### src/rtl/io_port_fifo.sv
// Two independent show-ahead circular FIFOs between one Octavo I/O port pair and its streams.
// Define IO_PORT_FIFO_ERROR_EN to build the sticky illegal-strobe detector behind `error`.
module io_port_fifo #(
  parameter int unsigned WORD_WIDTH = 36,
  parameter int unsigned DEPTH      = 4,
  parameter int unsigned ADDR_WIDTH = 2
) (
  input  logic                  clock,
  input  logic                  reset_n,
  // ingress stream -> CPU read port
  input  logic                  in_valid,
  output logic                  in_ready,
  input  logic [WORD_WIDTH-1:0] in_data,
  output logic [WORD_WIDTH-1:0] io_read_data,
  output logic                  io_read_EF,
  input  logic                  io_rden,
  // CPU write port -> egress stream
  input  logic [WORD_WIDTH-1:0] io_write_data,
  input  logic                  io_wren,
  output logic                  io_write_EF,
  output logic                  out_valid,
  input  logic                  out_ready,
  output logic [WORD_WIDTH-1:0] out_data,
  output logic                  error
);

  localparam logic [ADDR_WIDTH:0]   CntFull = (ADDR_WIDTH + 1)'(DEPTH);
  localparam logic [ADDR_WIDTH:0]   CntOne  = (ADDR_WIDTH + 1)'(1);
  localparam logic [ADDR_WIDTH-1:0] PtrOne  = ADDR_WIDTH'(1);

  // ---------------------------------------------------------------------------
  // Ingress FIFO
  // ---------------------------------------------------------------------------
  logic [WORD_WIDTH-1:0] in_mem_q [DEPTH];
  logic [ADDR_WIDTH-1:0] in_wptr_q, in_wptr_d;
  logic [ADDR_WIDTH-1:0] in_rptr_q, in_rptr_d;
  logic [ADDR_WIDTH:0]   in_cnt_q, in_cnt_d;
  logic                  in_push, in_pop;

  // Flags decode only the count register, so no input reaches them combinationally.
  assign in_ready     = (in_cnt_q != CntFull);
  assign io_read_EF   = (in_cnt_q != '0);
  assign io_read_data = in_mem_q[in_rptr_q];

  assign in_push = in_valid & in_ready;
  assign in_pop  = io_rden & io_read_EF;

  always_comb begin
    in_wptr_d = in_wptr_q;
    in_rptr_d = in_rptr_q;
    in_cnt_d  = in_cnt_q;
    if (in_push) begin
      in_wptr_d = in_wptr_q + PtrOne;
    end
    if (in_pop) begin
      in_rptr_d = in_rptr_q + PtrOne;
    end
    case ({in_push, in_pop})
      2'b10:   in_cnt_d = in_cnt_q + CntOne;
      2'b01:   in_cnt_d = in_cnt_q - CntOne;
      default: in_cnt_d = in_cnt_q;
    endcase
  end

  always_ff @(posedge clock or negedge reset_n) begin
    if (!reset_n) begin
      in_wptr_q <= '0;
      in_rptr_q <= '0;
      in_cnt_q  <= '0;
    end else begin
      in_wptr_q <= in_wptr_d;
      in_rptr_q <= in_rptr_d;
      in_cnt_q  <= in_cnt_d;
    end
  end

  always_ff @(posedge clock) begin
    if (in_push) begin
      in_mem_q[in_wptr_q] <= in_data;
    end
  end

  // ---------------------------------------------------------------------------
  // Egress FIFO
  // ---------------------------------------------------------------------------
  logic [WORD_WIDTH-1:0] eg_mem_q [DEPTH];
  logic [ADDR_WIDTH-1:0] eg_wptr_q, eg_wptr_d;
  logic [ADDR_WIDTH-1:0] eg_rptr_q, eg_rptr_d;
  logic [ADDR_WIDTH:0]   eg_cnt_q, eg_cnt_d;
  logic                  eg_push, eg_pop;

  assign io_write_EF = (eg_cnt_q != CntFull);
  assign out_valid   = (eg_cnt_q != '0);
  assign out_data    = eg_mem_q[eg_rptr_q];

  assign eg_push = io_wren & io_write_EF;
  assign eg_pop  = out_valid & out_ready;

  always_comb begin
    eg_wptr_d = eg_wptr_q;
    eg_rptr_d = eg_rptr_q;
    eg_cnt_d  = eg_cnt_q;
    if (eg_push) begin
      eg_wptr_d = eg_wptr_q + PtrOne;
    end
    if (eg_pop) begin
      eg_rptr_d = eg_rptr_q + PtrOne;
    end
    case ({eg_push, eg_pop})
      2'b10:   eg_cnt_d = eg_cnt_q + CntOne;
      2'b01:   eg_cnt_d = eg_cnt_q - CntOne;
      default: eg_cnt_d = eg_cnt_q;
    endcase
  end

  always_ff @(posedge clock or negedge reset_n) begin
    if (!reset_n) begin
      eg_wptr_q <= '0;
      eg_rptr_q <= '0;
      eg_cnt_q  <= '0;
    end else begin
      eg_wptr_q <= eg_wptr_d;
      eg_rptr_q <= eg_rptr_d;
      eg_cnt_q  <= eg_cnt_d;
    end
  end

  always_ff @(posedge clock) begin
    if (eg_push) begin
      eg_mem_q[eg_wptr_q] <= io_write_data;
    end
  end

  // ---------------------------------------------------------------------------
  // Protocol-violation flag
  // ---------------------------------------------------------------------------
`ifdef IO_PORT_FIFO_ERROR_EN
  logic error_q, error_d;
  logic violation;

  // A CPU strobe against a deasserted flag is a software bug; latch it until reset.
  assign violation = (io_rden & ~io_read_EF) | (io_wren & ~io_write_EF);
  assign error_d   = error_q | violation;

  always_ff @(posedge clock or negedge reset_n) begin
    if (!reset_n) begin
      error_q <= 1'b0;
    end else begin
      error_q <= error_d;
    end
  end

  assign error = error_q;
`else
  assign error = 1'b0;
`endif

endmodule

### config.mk
export PLATFORM = sky130hd
export DESIGN_NAME = io_port_fifo
export DESIGN_NICKNAME = d
export VERILOG_FILES = /design/src/rtl/io_port_fifo.sv
export SDC_FILE = /design/constraint.sdc
export NUM_CORES = 1
export LEC_CHECK = 0
export CORE_ASPECT_RATIO = 0.9
export CORE_MARGIN = 2
export CORE_UTILIZATION = 25
export CTS_CLUSTER_SIZE = 16
export DETAILED_ROUTE_END_ITERATION = 7
export PLACE_DENSITY_LB_ADDON = 0.25
export RECOVER_POWER = 100
export SLEW_MARGIN = 20
export SYNTH_ARGS = -nofsm -noshare
export SYNTH_HDL_FRONTEND = slang
export SYNTH_SLANG_ARGS = --single-unit
### constraint.sdc
create_clock -name clock -period 4 [get_ports clock]
set_input_delay 0.6 -clock clock [delete_from_list [all_inputs] [get_ports clock]]
set_output_delay 0.6 -clock clock [all_outputs]
set_load 0.02 [all_outputs]
==> flow_summary.json <==
{
  "status": "complete, but fails checks",
  "violations": "capacitance limit, slew limit",
  "synth_fa_ha_area_share_pct": 1.470,
  "clk_pin_slew_ns": 0.06,
  "synth_area_per_cell_sq_um": 24.85,
  "criticalPathCategory": "flip-flop to output port",
  "post_cts.repair.setup_buffers": 0,
  "drt-pass1-iter-count": 4,
  "cts_buffer_depth": 3,
  "fin_setup_tns_ns": 0,
  "placed_area_sq_mm": 0.01347,
  "post_drt_wl_per_cell_microns": 18.55,
  "crit_path_start_kind": "flip-flop",
  "synth-xor-area-share_pct": 0.9356,
  "holdBufCountCts": 0,
  "finalClockSkew_ns": 0.02997,
  "final_hold_viol_count": 0,
  "die_x_microns": 227.4,
  "hold_ws_ns": 0.5043,
  "worstSetupEndpointType": "output port",
  "ant_nets": 0,
  "cp_max_fo": 21,
  "yosys-top-cells-area": "edfxtp_1 77%, mux4_2 14%, dfrtp_1 3.1%",
  "grt_max_degree": 38,
  "period_share_pct": 84.06,
  "fp-row-count": 73,
  "cts_tree": "done",
  "grt_pass1_wl_microns": 34830,
  "grt_util_all_layers_pct": 10.13,
  "postSynth.asyncResetShare_pct": 4.636,
  "synth_top_family_by_area": "multiplexers",
  "grt_pass1_vias": 5768,
  "final-setup-viol-count": 0,
  "clock-sinks": 302,
  "drive_gt1_share_pct": 19.45,
  "syn-cell-area_sq_mm": 0.01123,
  "die_area_sq_mm": 0.04665,
  "cp.arrival_ns": 2.76,
  "synth_most_common_cell": "edfxtp_1",
  "num-fill-cells": 4225,
  "nNetsFinal": 719,
  "die_y_microns": 205.1,
  "place_hpwl_microns": 14190,
  "antenna_found_initial": 2,
  "syn_nets": 542,
  "slew_headroom_pct": -37.60,
  "synthMuxAreaShare_pct": 14.88,
  "p_leak_nw": 4.704,
  "clk_latency_ns": 0.53,
  "h-tree-depth": 2,
  "peakVddDrop_mv": 0.3817,
  "ys_top_cells_by_count": "288 x edfxtp_1, 72 x mux4_2, 14 x dfrtp_1, 12 x inv_1, 10 x ha_1",
  "cts_made_buffers": 34,
  "postLayoutCellArea_sq_mm": 0.01451,
  "drtIter0Drc": 328,
  "synth-seq-cells": 302,
  "min_period_ns": 3.363,
  "ys.flop_type": "edfxtp_1",
  "netlist.area_leader.share_pct": 76.99,
  "avgViaCountPerCell": 4.091,
  "worst_pin_slew_ns": 2.064,
  "initial_utilization_pct": 25.36,
  "cts.root.buffer_cell": "clkbuf_16",
  "synth_cells": 452,
  "min_path_type": "flip-flop to flip-flop",
  "yosysSeqAreaShare_pct": 80.11,
  "final_core_util_pct": 32.76,
  "clock.fmax_mhz": 297.4,
  "coreArea_sq_mm": 0.04430,
  "cts.repair.resized": 0,
  "rsz0062_at_grt": "false",
  "finalWirelength_microns": 23260,
  "overflow": 0,
  "synth_simple_gate_area_share_pct": 1.103,
  "drc": 0,
  "ys_types": 24,
  "routabilityCongestion": 0.6663,
  "synth_warnings": 0,
  "required_ns": 3.40,
  "io_buffers": 153,
  "maxSlewViolCount": 296,
  "synth_compound_area_share_pct": 0.1671,
  "yosys.area.top_type": "edfxtp_1",
  "synth-edff-count": 288,
  "p_per_area_mw_per_mm2": 766.8,
  "cap_viol_max_count": 8,
  "areaGrowthSynthToFinish_pct": 29.17,
  "vias": 5130,
  "io_pins": 155
}
==> cell families (layout without fill, tap and decap cells) <==
family | Yosys count | after routing
AO/OA/AOI/OAI | 2 | 2
other | 1 | 2
XOR/XNOR | 12 | 12
buffers and inverters | 29 | 230
AND/OR/NAND/NOR | 18 | 18
multiplexers | 76 | 76
flip-flops | 302 | 302
adder cells (fa/ha/maj) | 12 | 12
==> final timing paths <==
path,startpoint,endpoint,slack [ns],cells after the start
setup / recovery,in_rptr_q[0],io_read_data[23],0.64,3
hold / removal,in_cnt_q[2],in_cnt_q[2],0.50,1
setup reg to reg,in_cnt_q[2],in_mem_q[3][23],1.29,2
hold reg to reg,in_cnt_q[2],in_cnt_q[2],0.50,1
max in group asynchronous,reset_n,in_rptr_q[0],2.88,1
min in group asynchronous,reset_n,eg_rptr_q[1],0.58,1
==> through the flow <==
stage / instances / power [mW] / worst slack (ns)
4_1_cts: 1253 / 11.53 / 0.8547
2_1_floorplan: 452 / 6.782 / 1.870
3_5_place_dp: 1193 / 8.498 / 1.443
6_report: 1254 / 11.13 / 0.6374
3_3_place_gp: 1193 / 8.412 / 1.463
5_1_grt: 1253 / 11.70 / 0.4288
==> power by group <==
| group | internal, mW | switching [mW] | total, mW |
|---|---|---|---|
| clock network | 1.75 | 1.23 | 2.98 |
| registers | 4.24 | 0.179 | 4.42 |
| logic | 1.69 | 2.03 | 3.73 |
| total | 7.68 | 3.44 | 11.1 |
==> layer usage <==
layer,vias up,track usage (%),part of all wire [%]
met2,107,17.03,51
li1,2252,-,-
met1,2729,12.16,41
met3,42,2.912,5.4
met5,-,0,0
met4,0,4.225,2.8
==> cell usage in the layout (no fill, tap or decap), types with 8 or more instances in the layout <==
| master | count |
|---|---|
| edfxtp_1 | 288 |
| dlygate4sd3_1 | 128 |
| mux4_2 | 72 |
| clkbuf_16 | 35 |
| clkdlybuf4s50_1 | 25 |
| inv_1 | 12 |
| dfrtp_1 | 12 |
| ha_1 | 10 |
| clkbuf_1 | 10 |
| and3_1 | 8 |
==> final cells by class <==
class | instances | area [sq um] | share of cell area [%]
well taps | 600 | 750.7 | 5.174
multi-input cells | 121 | 2073 | 14.29
clock buffers | 45 | 913.4 | 6.295
inverters | 12 | 45.04 | 0.3104
diodes | 1 | 2.502 | 0.01725
repair buffers | 158 | 1577 | 10.86
flip-flops and latches | 302 | 9001 | 62.03
clock inverters | 15 | 147.6 | 1.018
==> registers in the layout, indices dropped and copies added (netlist names) <==
| signal | cells |
|---|---|
| eg_mem_q | 144 |
| eg_wptr_q | 2 |
| eg_rptr_q | 2 |
| eg_cnt_q | 3 |
| in_wptr_q | 2 |
| in_mem_q | 144 |
| in_cnt_q | 3 |
| in_rptr_q | 2 |
==> worst max-delay path: stages, from the launching register on <==
cell             delay [ns]
dfrtp_2                0.35
clkbuf_2               0.68
mux4_2                 0.62
clkdlybuf4s50_1        0.57
Power figures use the tool's default switching activity.
